==> config.mk <==
export PLATFORM = sky130hd
export DESIGN_NAME = dma_reg_arbiter
export DESIGN_NICKNAME = d
export VERILOG_FILES = /design/src/rtl/dma_reg_arbiter.sv
export SDC_FILE = /design/constraint.sdc
export NUM_CORES = 1
export LEC_CHECK = 0
export CELL_PAD_IN_SITES_DETAIL_PLACEMENT = 0
export CELL_PAD_IN_SITES_GLOBAL_PLACEMENT = 1
export CORE_MARGIN = 2
export CORE_UTILIZATION = 29
export CTS_BUF_LIST = sky130_fd_sc_hd__clkbuf_2
export DETAILED_ROUTE_END_ITERATION = 6
export PLACE_DENSITY = 0.86
export SLEW_MARGIN = 0
export SYNTH_ARGS = -nofsm -noshare
export SYNTH_HDL_FRONTEND = slang
export SYNTH_SLANG_ARGS = --single-unit
==> constraint.sdc <==
create_clock -name clk -period 2.3 [get_ports clk]
set_input_delay 0.46 -clock clk [delete_from_list [all_inputs] [get_ports clk]]
set_output_delay 0.46 -clock clk [all_outputs]
set_load 0.03 [all_outputs]
==> src/rtl/dma_reg_arbiter.sv <==
// Round-robin arbiter sharing one DMA register bus among NUM_REQ requesters.
// One command in flight at a time; reads wait RD_LAT cycles and return data to the owner.
module dma_reg_arbiter #(
  parameter int NUM_REQ = 2,
  parameter int ADDR_W  = 32,
  parameter int DATA_W  = 32,
  parameter int RD_LAT  = 1
) (
  input  logic                       clk,
  input  logic                       rst,
  input  logic [NUM_REQ-1:0]         req,
  input  logic [NUM_REQ-1:0]         req_we,
  input  logic [NUM_REQ*ADDR_W-1:0]  req_addr,
  input  logic [NUM_REQ*DATA_W-1:0]  req_wdata,
  output logic [NUM_REQ-1:0]         gnt,
  output logic [NUM_REQ-1:0]         rsp_valid,
  output logic [DATA_W-1:0]          rsp_rdata,
  output logic                       wr_en,
  output logic                       rd_en,
  output logic [ADDR_W-1:0]          addr,
  output logic [DATA_W-1:0]          wdata,
  input  logic [DATA_W-1:0]          rdata,
  output logic                       busy
);

  localparam int IDX_W = (NUM_REQ > 1) ? $clog2(NUM_REQ) : 1;
  localparam int CNT_W = (RD_LAT > 1) ? $clog2(RD_LAT) : 1;

  typedef enum logic [1:0] {
    ST_IDLE,
    ST_ISSUE,
    ST_WAIT_RD
  } state_t;

  state_t              r_state, w_state_nxt;
  logic [IDX_W-1:0]    r_last, w_last_nxt;
  logic [IDX_W-1:0]    r_owner, w_owner_nxt;
  logic [CNT_W-1:0]    r_cnt, w_cnt_nxt;
  logic [NUM_REQ-1:0]  r_gnt, w_gnt_nxt;
  logic [NUM_REQ-1:0]  r_rsp_valid, w_rsp_valid_nxt;
  logic [DATA_W-1:0]   r_rsp_rdata, w_rsp_rdata_nxt;
  logic                r_wr_en, w_wr_en_nxt;
  logic                r_rd_en, w_rd_en_nxt;
  logic [ADDR_W-1:0]   r_addr, w_addr_nxt;
  logic [DATA_W-1:0]   r_wdata, w_wdata_nxt;
  logic                r_busy, w_busy_nxt;

  logic                w_found;
  logic [IDX_W-1:0]    w_win;
  logic [IDX_W-1:0]    w_idx;

  // Scan last+1, last+2, ... (mod NUM_REQ); the first asserted request wins.
  always_comb begin
    w_found = 1'b0;
    w_win   = r_last;
    w_idx   = '0;
    for (int unsigned k = 1; k <= NUM_REQ; k++) begin
      w_idx = IDX_W'((32'(r_last) + k) % NUM_REQ);
      if (!w_found && req[w_idx]) begin
        w_found = 1'b1;
        w_win   = w_idx;
      end
    end
  end

  always_comb begin
    w_state_nxt     = r_state;
    w_last_nxt      = r_last;
    w_owner_nxt     = r_owner;
    w_cnt_nxt       = r_cnt;
    w_gnt_nxt       = '0;
    w_rsp_valid_nxt = '0;
    w_rsp_rdata_nxt = r_rsp_rdata;
    w_wr_en_nxt     = 1'b0;
    w_rd_en_nxt     = 1'b0;
    w_addr_nxt      = r_addr;
    w_wdata_nxt     = r_wdata;
    unique case (r_state)
      ST_IDLE: begin
        if (w_found) begin
          w_state_nxt        = ST_ISSUE;
          w_gnt_nxt[w_win]   = 1'b1;
          w_wr_en_nxt        = req_we[w_win];
          w_rd_en_nxt        = !req_we[w_win];
          w_addr_nxt         = req_addr[32'(w_win)*ADDR_W +: ADDR_W];
          w_wdata_nxt        = req_wdata[32'(w_win)*DATA_W +: DATA_W];
          w_last_nxt         = w_win;
          w_owner_nxt        = w_win;
        end
      end
      ST_ISSUE: begin
        if (r_wr_en) begin
          w_state_nxt = ST_IDLE;
        end else begin
          w_state_nxt = ST_WAIT_RD;
          w_cnt_nxt   = CNT_W'(RD_LAT - 1);
        end
      end
      ST_WAIT_RD: begin
        if (r_cnt == '0) begin
          w_state_nxt              = ST_IDLE;
          w_rsp_rdata_nxt          = rdata;
          w_rsp_valid_nxt[r_owner] = 1'b1;
        end else begin
          w_cnt_nxt = r_cnt - 1'b1;
        end
      end
      default: w_state_nxt = ST_IDLE;
    endcase
    w_busy_nxt = (w_state_nxt != ST_IDLE);
  end

  always_ff @(posedge clk) begin
    if (rst) begin
      r_state     <= ST_IDLE;
      r_last      <= IDX_W'(NUM_REQ - 1);
      r_owner     <= '0;
      r_cnt       <= '0;
      r_gnt       <= '0;
      r_rsp_valid <= '0;
      r_rsp_rdata <= '0;
      r_wr_en     <= 1'b0;
      r_rd_en     <= 1'b0;
      r_addr      <= '0;
      r_wdata     <= '0;
      r_busy      <= 1'b0;
    end else begin
      r_state     <= w_state_nxt;
      r_last      <= w_last_nxt;
      r_owner     <= w_owner_nxt;
      r_cnt       <= w_cnt_nxt;
      r_gnt       <= w_gnt_nxt;
      r_rsp_valid <= w_rsp_valid_nxt;
      r_rsp_rdata <= w_rsp_rdata_nxt;
      r_wr_en     <= w_wr_en_nxt;
      r_rd_en     <= w_rd_en_nxt;
      r_addr      <= w_addr_nxt;
      r_wdata     <= w_wdata_nxt;
      r_busy      <= w_busy_nxt;
    end
  end

  assign gnt       = r_gnt;
  assign rsp_valid = r_rsp_valid;
  assign rsp_rdata = r_rsp_rdata;
  assign wr_en     = r_wr_en;
  assign rd_en     = r_rd_en;
  assign addr      = r_addr;
  assign wdata     = r_wdata;
  assign busy      = r_busy;

endmodule
==> results.json <==
{
  "cts_root_buf": "clkbuf_2",
  "grt_max_degree": 68,
  "end_kind": "output pin",
  "cts_buffer_depth": 2,
  "holdBufCountCts": 0,
  "critical_path_buf_inv_count": 1,
  "powerDensity_nw_per_um2": 642,
  "start_kind": "flip-flop",
  "clkLatencyLatePin_ns": 0.60,
  "worstSetupPathType": "flip-flop to output pin",
  "start_util_pct": 29.7,
  "final_util_pct": 48.7,
  "clk_pin_slew_ns": 0.33,
  "yosys_register_bits": 107,
  "max-vdd-ir-drop_uv": 352,
  "postCtsResizedCells": 0,
  "via_count": 5103,
  "cp_top_family": "buffers and inverters",
  "slew_violations": 0,
  "drive_gt1_share_pct": 8.79,
  "status": "finished, final reports clean",
  "place_ws_ns": -0.0738,
  "min_path_type": "primary input to flip-flop",
  "die_y_um": 132,
  "cap_violations": 0,
  "synthCells": 558,
  "post-synth-top-area-cell": "dfxtp_1",
  "finalCritPeriodShare_pct": 95.1,
  "critPathMaxFanout": 2,
  "die_area_um2": 17300,
  "finalHoldViolCount": 0,
  "hpwl_um": 11400,
  "relSlewSlack_pct": 37.4,
  "synth.cell_area_um2": 4720,
  "first_pass_iters": 4,
  "finalSetupViolations": 0,
  "ys_warn_count": 0,
  "crit_chain": "clkdlybuf4s50_1",
  "power_mw": 4.97,
  "fin_crit_ns": 2.19,
  "syn_avg_cell_area_um2": 8.46,
  "fillers": 1568,
  "yosysTopAreaCellShare_pct": 45.4,
  "wl_per_cell_um": 17.0,
  "die_x_um": 132,
  "placed_area_um2": 7570,
  "clock_skew_ns": 0.0325,
  "cts_sinks": 107,
  "cts_setup_buffers": 0,
  "core-area_um2": 15900,
  "fin_nets": 946,
  "grt_pass1_vias": 5068,
  "synthToLayoutAreaGrowth_pct": 63.8,
  "ios": 269,
  "seq_area_frac_synth_pct": 45.4,
  "post_drt_via_cell_ratio": 5.09,
  "drt_wl_total_um": 17000,
  "cp_slowest_cell": "clkdlybuf4s50_1",
  "rsz0062_at_grt": "false",
  "grt.total_usage_pct": 19.2,
  "yosysUniqueCellTypes": 30,
  "grt_first_pass_wirelength_um": 27200,
  "slowest_delay_ns": 0.70,
  "crit_arrival_ns": 1.73,
  "antenna_found_initial": 1,
  "tritoncts.num_buffers": 9,
  "overflow": 0,
  "p_leak_nw": 2.68,
  "rows": 46,
  "timing.final.ws_setup_ns": 0.112,
  "numPortBuffers": 268,
  "cts_tree": "yes",
  "htree_levels": 3,
  "synth_nets": 724,
  "drc": 0,
  "max_freq_mhz": 457,
  "final_area_um2": 7740,
  "worstMarginPinSlew_ns": 0.939,
  "drtIter0Drc": 268,
  "ant_nets": 0,
  "gp_congestion": 0.740,
  "crit_required_ns": 1.84,
  "synth_area_leaders": "dfxtp_1 (45%), a21oi_1 (10%), a311oi_2 (8.9%), nand3_1 (6.9%), a311oi_1 (6.7%)"
}
## per-stage QoR
step | setup TNS [ns] | hold WS, ns | std cells
floorplan | 0 | 0.406 | 558
finish | 0 | 0.263 | 1002
global placement | -1.13 | 0.441 | 985
detailed placement | -2.77 | 0.446 | 985
CTS | 0 | 0.177 | 1001
global route | 0 | 0.203 | 1002
## power breakdown
part	internal (mW)	switching, mW	total (mW)	leakage [nW]
Combinational	0.802	0.963	1.77	1.71
Sequential	2.04	0.0962	2.14	0.882
Clock	0.381	0.684	1.07	0.0901
Total	3.23	1.74	4.97	2.68
## layout make-up
cell class	count	area [µm²]	share of cell area (%)
Antenna cell	1	2.50	0.0323
Timing Repair Buffer	283	2890	37.3
Clock buffer	9	45.0	0.582
Multi-Input combinational cell	377	2270	29.4
Inverter	2	7.51	0.0970
Sequential cell	107	2140	27.7
Tap cell	216	270	3.49
Clock inverter	7	108	1.39
## per-layer routing
layer  vias up  GRT usage (%)  part of all wire [%]
li1       2499              -                     -
met1      2375           23.5                    42
met2       201           31.6                    47
met3        28           5.75                   7.9
met4         0           7.67                   2.7
met5         -              0                     0
## layout by cell type, fill, tap and decap left out, types with 3 or more instances in the layout
| master | instances |
|---|---|
| a21oi_1 | 97 |
| a311oi_1 | 36 |
| a311oi_2 | 28 |
| buf_12 | 7 |
| buf_4 | 9 |
| clkbuf_2 | 9 |
| clkdlybuf4s50_1 | 264 |
| dfxtp_1 | 107 |
| dlymetal6s2s_1 | 3 |
| inv_6 | 3 |
| nand2_1 | 65 |
| nand3_1 | 65 |
| o21ai_0 | 54 |
| o21ai_1 | 11 |
## Yosys cell counts, drive strengths merged
cell and count:
or2 2, clkbuf 47, nor3 1, nor4 1, buf 25, nor2 3
o211ai 1, o21ai 65, nand4 1, a211oi 2, a311oi 64, nand2b 1
dfxtp 107, inv 2, and3 1, a21oi 97, a21o 1, nand3 65
nor4b 1, a21bo 1, nand2 66, and2 2, and4 1, nor2b 1
## path summary, 6_finish.rpt
check / startpoint / endpoint / slack, ns / cells past startpoint
worst max-delay path: wdata[19] / wdata[19] / 0.11 / 1
worst min-delay path: rst / rsp_rdata[29] / 0.26 / 2
worst max register to register: r_state[0] / gnt[1] / 0.50 / 4
worst min register to register: rsp_rdata[19] / rsp_rdata[19] / 0.47 / 2
## sequential cells by signal, indices dropped and copies added (netlist names)
signal,cells
rsp_valid,2
r_owner,1
gnt,2
r_state,2
r_last,1
addr,32
rd_en,1
wdata,32
wr_en,1
busy,1
rsp_rdata,32
## worst register-to-register path: stages, from the launching register on
cell and delay [ns]:
dfxtp_1 0.43, nor2_4 0.14, buf_4 0.62, nand2_1 0.25
nor4_1 0.30
## cell families (layout without fill, tap and decap cells)
group / after synthesis / after routing / synth area share (%)
buf+inv: 74 / 301 / 7.00
simple gates: 146 / 146 / 14.0
other cells: 0 / 1 / 0
compound gates: 231 / 231 / 33.6
flops: 107 / 107 / 45.4
Power figures use the tool's default switching activity.
